<file path="src/rtl/fpaddsub_prealign_pipe.sv">
// Pre-alignment for FP add/sub: unpack, classify, order operands, saturated alignment shift.
// Latency 2 cycles (S1 decode/diff, S2 swap/shift); throughput one op per cycle.
// Backpressure: stage k loads when empty or next stage loads; in_ready is combinational from out_ready.
// Optional build macro FPADDSUB_DENORM_EN: keep denormals (hidden 0, exponent 1); otherwise flush to zero.
module fpaddsub_prealign_pipe #(
  parameter int EXP_W   = 8,
  parameter int MAN_W   = 23,
  parameter int SHIFT_W = 5
) (
  input  logic                   clk,
  input  logic                   rst,
  input  logic                   in_valid,
  output logic                   in_ready,
  input  logic [EXP_W+MAN_W:0]   a,
  input  logic [EXP_W+MAN_W:0]   b,
  input  logic                   operation,
  output logic                   out_valid,
  input  logic                   out_ready,
  output logic                   out_s_big,
  output logic                   out_eff_sub,
  output logic                   out_swap,
  output logic [EXP_W-1:0]       out_exp_big,
  output logic [MAN_W:0]         out_man_big,
  output logic [MAN_W:0]         out_man_small,
  output logic [SHIFT_W-1:0]     out_shift,
  output logic [4:0]             out_exc,
  output logic [1:0]             out_zero
);

  // Largest useful right shift: full mantissa plus guard/round/sticky.
  localparam logic [EXP_W:0] SHIFT_SAT = (EXP_W+1)'(MAN_W+3);

  typedef struct packed {
    logic             sign;
    logic [EXP_W-1:0] exp;   // effective exponent
    logic [MAN_W:0]   man;   // mantissa with hidden bit
    logic             nan;
    logic             inf;
    logic             zero;
  } unp_t;

  typedef struct packed {
    logic             s_a;
    logic             s_b;   // already flipped by operation
    logic             eff_sub;
    logic [EXP_W-1:0] e_a;
    logic [EXP_W-1:0] e_b;
    logic [MAN_W:0]   m_a;
    logic [MAN_W:0]   m_b;
    logic [EXP_W:0]   diff;  // signed e_a - e_b, one extra bit so it never wraps
    logic [4:0]       exc;
    logic [1:0]       zero;
  } s1_t;

  typedef struct packed {
    logic               s_big;
    logic               eff_sub;
    logic               swap;
    logic [EXP_W-1:0]   exp_big;
    logic [MAN_W:0]     man_big;
    logic [MAN_W:0]     man_small;
    logic [SHIFT_W-1:0] shift;
    logic [4:0]         exc;
    logic [1:0]         zero;
  } s2_t;

  // Split one operand into fields; exception flags look at the raw encoding.
  function automatic unp_t unpack(input logic [EXP_W+MAN_W:0] x);
    unp_t             u;
    logic [EXP_W-1:0] e;
    logic [MAN_W-1:0] m;
    logic             ez;
    logic             mz;
    e      = x[MAN_W +: EXP_W];
    m      = x[MAN_W-1:0];
    ez     = (e == '0);
    mz     = (m == '0);
    u.sign = x[EXP_W+MAN_W];
    u.nan  = (&e) & ~mz;
    u.inf  = (&e) & mz;
`ifdef FPADDSUB_DENORM_EN
    u.exp  = (ez && !mz) ? EXP_W'(1) : e;
    u.man  = {~ez, m};
    u.zero = ez & mz;
`else
    u.exp  = e;
    u.man  = ez ? '0 : {1'b1, m};
    u.zero = ez;
`endif
    return u;
  endfunction

  logic  v1, v2;
  logic  en1, en2;
  unp_t  ua, ub;
  s1_t   d1, r1;
  s2_t   d2, r2;
  logic [EXP_W:0] absdiff;

  assign en2      = ~v2 | out_ready;
  assign en1      = ~v1 | en2;
  assign in_ready = en1;

  // S1 next value: decode both operands, exceptions and exponent difference.
  always_comb begin
    ua         = unpack(a);
    ub         = unpack(b);
    d1         = '0;
    d1.s_a     = ua.sign;
    d1.s_b     = ub.sign ^ operation;
    d1.eff_sub = a[EXP_W+MAN_W] ^ b[EXP_W+MAN_W] ^ operation;
    d1.e_a     = ua.exp;
    d1.e_b     = ub.exp;
    d1.m_a     = ua.man;
    d1.m_b     = ub.man;
    d1.diff    = {1'b0, ua.exp} - {1'b0, ub.exp};
    d1.exc     = {ua.nan | ub.nan | ua.inf | ub.inf, ua.nan, ub.nan, ua.inf, ub.inf};
    d1.zero    = {ua.zero, ub.zero};
  end

  // S2 next value: order by magnitude and saturate the alignment shift.
  always_comb begin
    d2           = '0;
    d2.swap      = r1.diff[EXP_W] | ((r1.diff == '0) & (r1.m_b > r1.m_a));
    absdiff      = r1.diff[EXP_W] ? -r1.diff : r1.diff;
    d2.shift     = SHIFT_W'((absdiff > SHIFT_SAT) ? SHIFT_SAT : absdiff);
    d2.s_big     = d2.swap ? r1.s_b : r1.s_a;
    d2.eff_sub   = r1.eff_sub;
    d2.exp_big   = d2.swap ? r1.e_b : r1.e_a;
    d2.man_big   = d2.swap ? r1.m_b : r1.m_a;
    d2.man_small = d2.swap ? r1.m_a : r1.m_b;
    d2.exc       = r1.exc;
    d2.zero      = r1.zero;
  end

  // S1 register: accept a new op whenever the slot is free or drains this cycle.
  always_ff @(posedge clk or posedge rst) begin
    if (rst) begin
      v1 <= 1'b0;
      r1 <= '0;
    end else if (en1) begin
      v1 <= in_valid;
      if (in_valid) r1 <= d1;
    end
  end

  // S2 register: holds its result while the consumer stalls.
  always_ff @(posedge clk or posedge rst) begin
    if (rst) begin
      v2 <= 1'b0;
      r2 <= '0;
    end else if (en2) begin
      v2 <= v1;
      if (v1) r2 <= d2;
    end
  end

  // Outputs read as zero whenever nothing valid is presented.
  assign out_valid     = v2;
  assign out_s_big     = v2 & r2.s_big;
  assign out_eff_sub   = v2 & r2.eff_sub;
  assign out_swap      = v2 & r2.swap;
  assign out_exp_big   = v2 ? r2.exp_big   : '0;
  assign out_man_big   = v2 ? r2.man_big   : '0;
  assign out_man_small = v2 ? r2.man_small : '0;
  assign out_shift     = v2 ? r2.shift     : '0;
  assign out_exc       = v2 ? r2.exc       : '0;
  assign out_zero      = v2 ? r2.zero      : '0;

endmodule

</file>
<file path="config.mk">
export PLATFORM = sky130hd
export DESIGN_NAME = fpaddsub_prealign_pipe
export DESIGN_NICKNAME = d
export VERILOG_FILES = /design/src/rtl/fpaddsub_prealign_pipe.sv
export SDC_FILE = /design/constraint.sdc
export NUM_CORES = 1
export LEC_CHECK = 0
export ABC_AREA = 1
export BUFFER_PORTS_ARGS = -buffer_cell sky130_fd_sc_hd__buf_2
export CAP_MARGIN = 20
export CORE_ASPECT_RATIO = 0.8
export CORE_MARGIN = 10
export CORE_UTILIZATION = 35
export DETAILED_ROUTE_END_ITERATION = 10
export SYNTH_ARGS = -nofsm -noshare
export SYNTH_HDL_FRONTEND = slang
export SYNTH_SLANG_ARGS = --single-unit
export TNS_END_PERCENT = 5
</file>
<file path="constraint.sdc">
create_clock -name clk -period 15.47 [get_ports clk]
set_clock_uncertainty 0.15 [all_clocks]
set_input_delay 3.094 -clock clk [delete_from_list [all_inputs] [get_ports clk]]
set_output_delay 3.094 -clock clk [all_outputs]
set_load 0.03 [all_outputs]
</file>
==> results by group <==
Drt
  • Routed len/inst: 15.36 µm
  • DRT iter0 DRCs: 614
  • Drt pass-1 iters: 5
  • Final antenna-violating net count: 0
  • DRC violations left: 0
  • Via-per-instance ratio: 4.799
  • Vias: 7,520
  • Total Wirelength: 24,060 µm

Yosys
  • Asr flop ratio synth: 100.0%
  • Syn Inst Count: 1,133
  • Syn Std Cell Area: 8417 µm²
  • Post-synth cell types: 32
  • Number of synthesized register bits: 156
  • Syn. warnings: 0
  • Top FF cell, synth: dfrtp_1
  • Synth Net Count: 1,237
  • Number of synthesized flops with an enable pin: 0
  • Mean Syn Cell Area: 7.429 µm²
  • Sequential-to-total area share from yosys stat: 46.38%

STA
  • Max Fclk: 0.1469 GHz
  • Slew margin rel.: 41.42%
  • Worst slew pin tran: 0.8787 ns
  • Final WS setup: 8.664 ns
  • RSZ-0062 raised after global routing: no
  • Setup tns final: 0 ns
  • Pins Over Slew Limit: 0
  • Final Critical Period: 6.806 ns
  • Final Cycle Share: 43.99%
  • Final Hold Vio Count: 0
  • Final setup violation count: 0

Layout
  • N_diodes: 0
  • Nets: 1,349
  • Syn-to-layout area delta: 17.82%
  • Share of cells above drive strength 1: 15.38%

CTS
  • Hold buffer count at cts: 0
  • Max clock buf depth: 2
  • Clk Latency, worst-skew pair: 0.43 ns
  • CTS buffer count: 17
  • Clock sink count: 156
  • CTS root buf: clkbuf_16
  • # resized after CTS: 0
  • H-Tree Depth: 4
  • Postcts setup bufs: 0
  • Worst-path clk slew: 0.06 ns
  • CTS tree: yes

Global route
  • Largest net degree at the start of global routing: 94
  • First-pass GRT wire length: 39,980 µm
  • Total GRT Usage: 15.71%
  • Global route overflow: 0
  • Vias in the first global route: 7,401
  • Initial antenna violation count: 1

Worst setup path
  • CP Launch Type: input pin
  • Crit path required time: 12.23 ns
  • WP depth: 4
  • Cell mode on critical path: buf_2
  • Worst Setup End Kind: output pin
  • Critical Path, Cell by Cell: buf_2 > inv_1 > nand3_2 > buf_2
  • Crit Path Class: in2out
  • CP top delay family: buffers and inverters
  • Critical path buffer and inverter count: 3
  • Slowest stage delay, CP: 0.21 ns
  • Crit-path slowest cell: buf_2
  • Critical path arrival: 3.56 ns
  • Worst reg2reg path depth: 8
  • Max FO, Critical Path: 3

Worst hold path
  • Hold path depth: 2
  • Worst Hold Class: reg2reg

Power
  • LEAKAGE: 5.767 nW
  • Tot Pwr: 1.492 mW
  • Peak VDD IR: 0.00008018 V
  • Pwr dens: 150.5 nW/µm²

Floorplan
  • Initial Utilization: 35.78%
  • I/O Pins: 142
  • Die Ht: 158.7 µm
  • Core area: 23,520 µm²
  • Die area: 30,690 µm²
  • Die Wd: 193.4 µm
  • Row Count: 50

Status
  • Status: complete, no violations

Placement
  • Hpwl dp: 16,870 µm
  • Pre-CTS setup slack: 8.659 ns
  • Gpl congestion: 0.8341
  • Input/output buffers: 141

Run
  • Number of max-cap violations: 0
==> tightest hold or removal path, cell delays in order, from the launching register on <==
cell     delay [ns]
dfrtp_1        0.34
nand2_1        0.05
nand2_1        0.05
==> routing by layer <==
metal | global-route usage, % | up-vias | wire length, µm
li1 | - | 3770 | -
met1 | 22.20 | 3526 | 11900
met2 | 23.11 | 204 | 10350
met3 | 4.561 | 18 | 1589
met4 | 3.448 | 2 | 218
met5 | 0 | - | 11
==> cell usage in the layout (no fill, tap or decap), types with 7 or more instances in the layout <==
cell and instances:
nand4_1 9, nand3_1 124, dfrtp_1 155, nor4_1 12, ha_1 34, buf_2 141
nor2_1 31, inv_1 188, o22ai_1 19, clkbuf_16 17, buf_4 7, a21oi_1 17
o21ai_0 67, nand2_1 374
==> where the power goes <==
| group | internal (mW) | switching, mW |
|---|---|---|
| combinational | 0.153 | 0.343 |
| sequential | 0.504 | 0.0567 |
| clock | 0.271 | 0.165 |
==> synth_stat cells, types with 4 or more instances <==
| cell | instances | area, µm² |
|---|---|---|
| a21o_1 | 4 | 30.03 |
| a21oi_1 | 17 | 85.08 |
| buf_1 | 7 | 26.28 |
| buf_2 | 14 | 70.07 |
| buf_6 | 5 | 56.30 |
| clkbuf_1 | 28 | 105.1 |
| dfrtp_1 | 156 | 3904 |
| ha_1 | 34 | 425.4 |
| inv_1 | 191 | 716.9 |
| nand2_1 | 375 | 1408 |
| nand2_2 | 4 | 25.02 |
| nand3_1 | 124 | 620.6 |
| nand4_1 | 9 | 56.30 |
| nor2_1 | 31 | 116.4 |
| nor3_1 | 6 | 30.03 |
| nor4_1 | 12 | 75.07 |
| o21ai_0 | 67 | 335.3 |
| o21ai_1 | 6 | 30.03 |
| o22ai_1 | 19 | 118.9 |
==> through the flow <==
step / util (%) / hold slack (ns) / area, µm² / instances
global route: 42.16 / 0.3493 / 9917 / 1567
finish: 42.16 / 0.3277 / 9917 / 1567
global placement: 39.54 / 0.3146 / 9301 / 1537
detailed placement: 39.54 / 0.3157 / 9301 / 1537
CTS: 42.07 / 0.3332 / 9897 / 1566
floorplan: - / 0.2922 / 8417 / 1133
==> path summary, 6_finish.rpt <==
| check | slack, ns | start | endpoint |
|---|---|---|---|
| setup / recovery | 8.66 | out_ready | in_ready |
| max in group asynchronous | 11.07 | rst | r1[11] |
| min in group asynchronous | 2.66 | rst | r2[20] |
| hold reg to reg | 0.33 | r2[45] | r2[45] |
| setup reg to reg | 12.34 | out_valid | r1[17] |
| hold / removal | 0.33 | r2[45] | r2[45] |
==> registers in the layout, summed over array words and instances, names as in the netlist <==
name       flops
r1            75
r2            71
d2             8
out_valid      1
v1             1
==> area by class of cell <==
cell class | instances | area [µm²]
Multi-Input combinational cell | 727 | 3515
Inverter | 194 | 733.2
Tap cell | 312 | 390.4
Clock buffer | 21 | 450.4
Clock inverter | 8 | 145.1
Sequential cell | 156 | 3905
Timing Repair Buffer | 149 | 778.2
Fill cell | 2501 | 13610
==> cells by family (layout without fill, tap and decap cells) <==
group | count (synthesis) | count (layout) | share of synthesized area (%)
simple gates | 567 | 567 | 28.18
buf+inv | 250 | 372 | 11.89
xor+xnor | 4 | 4 | 0.4163
fa+ha+maj | 35 | 35 | 5.292
compound gates | 121 | 121 | 7.834
flops | 156 | 156 | 46.38
Note: power is estimated with default switching activity, not from simulation.
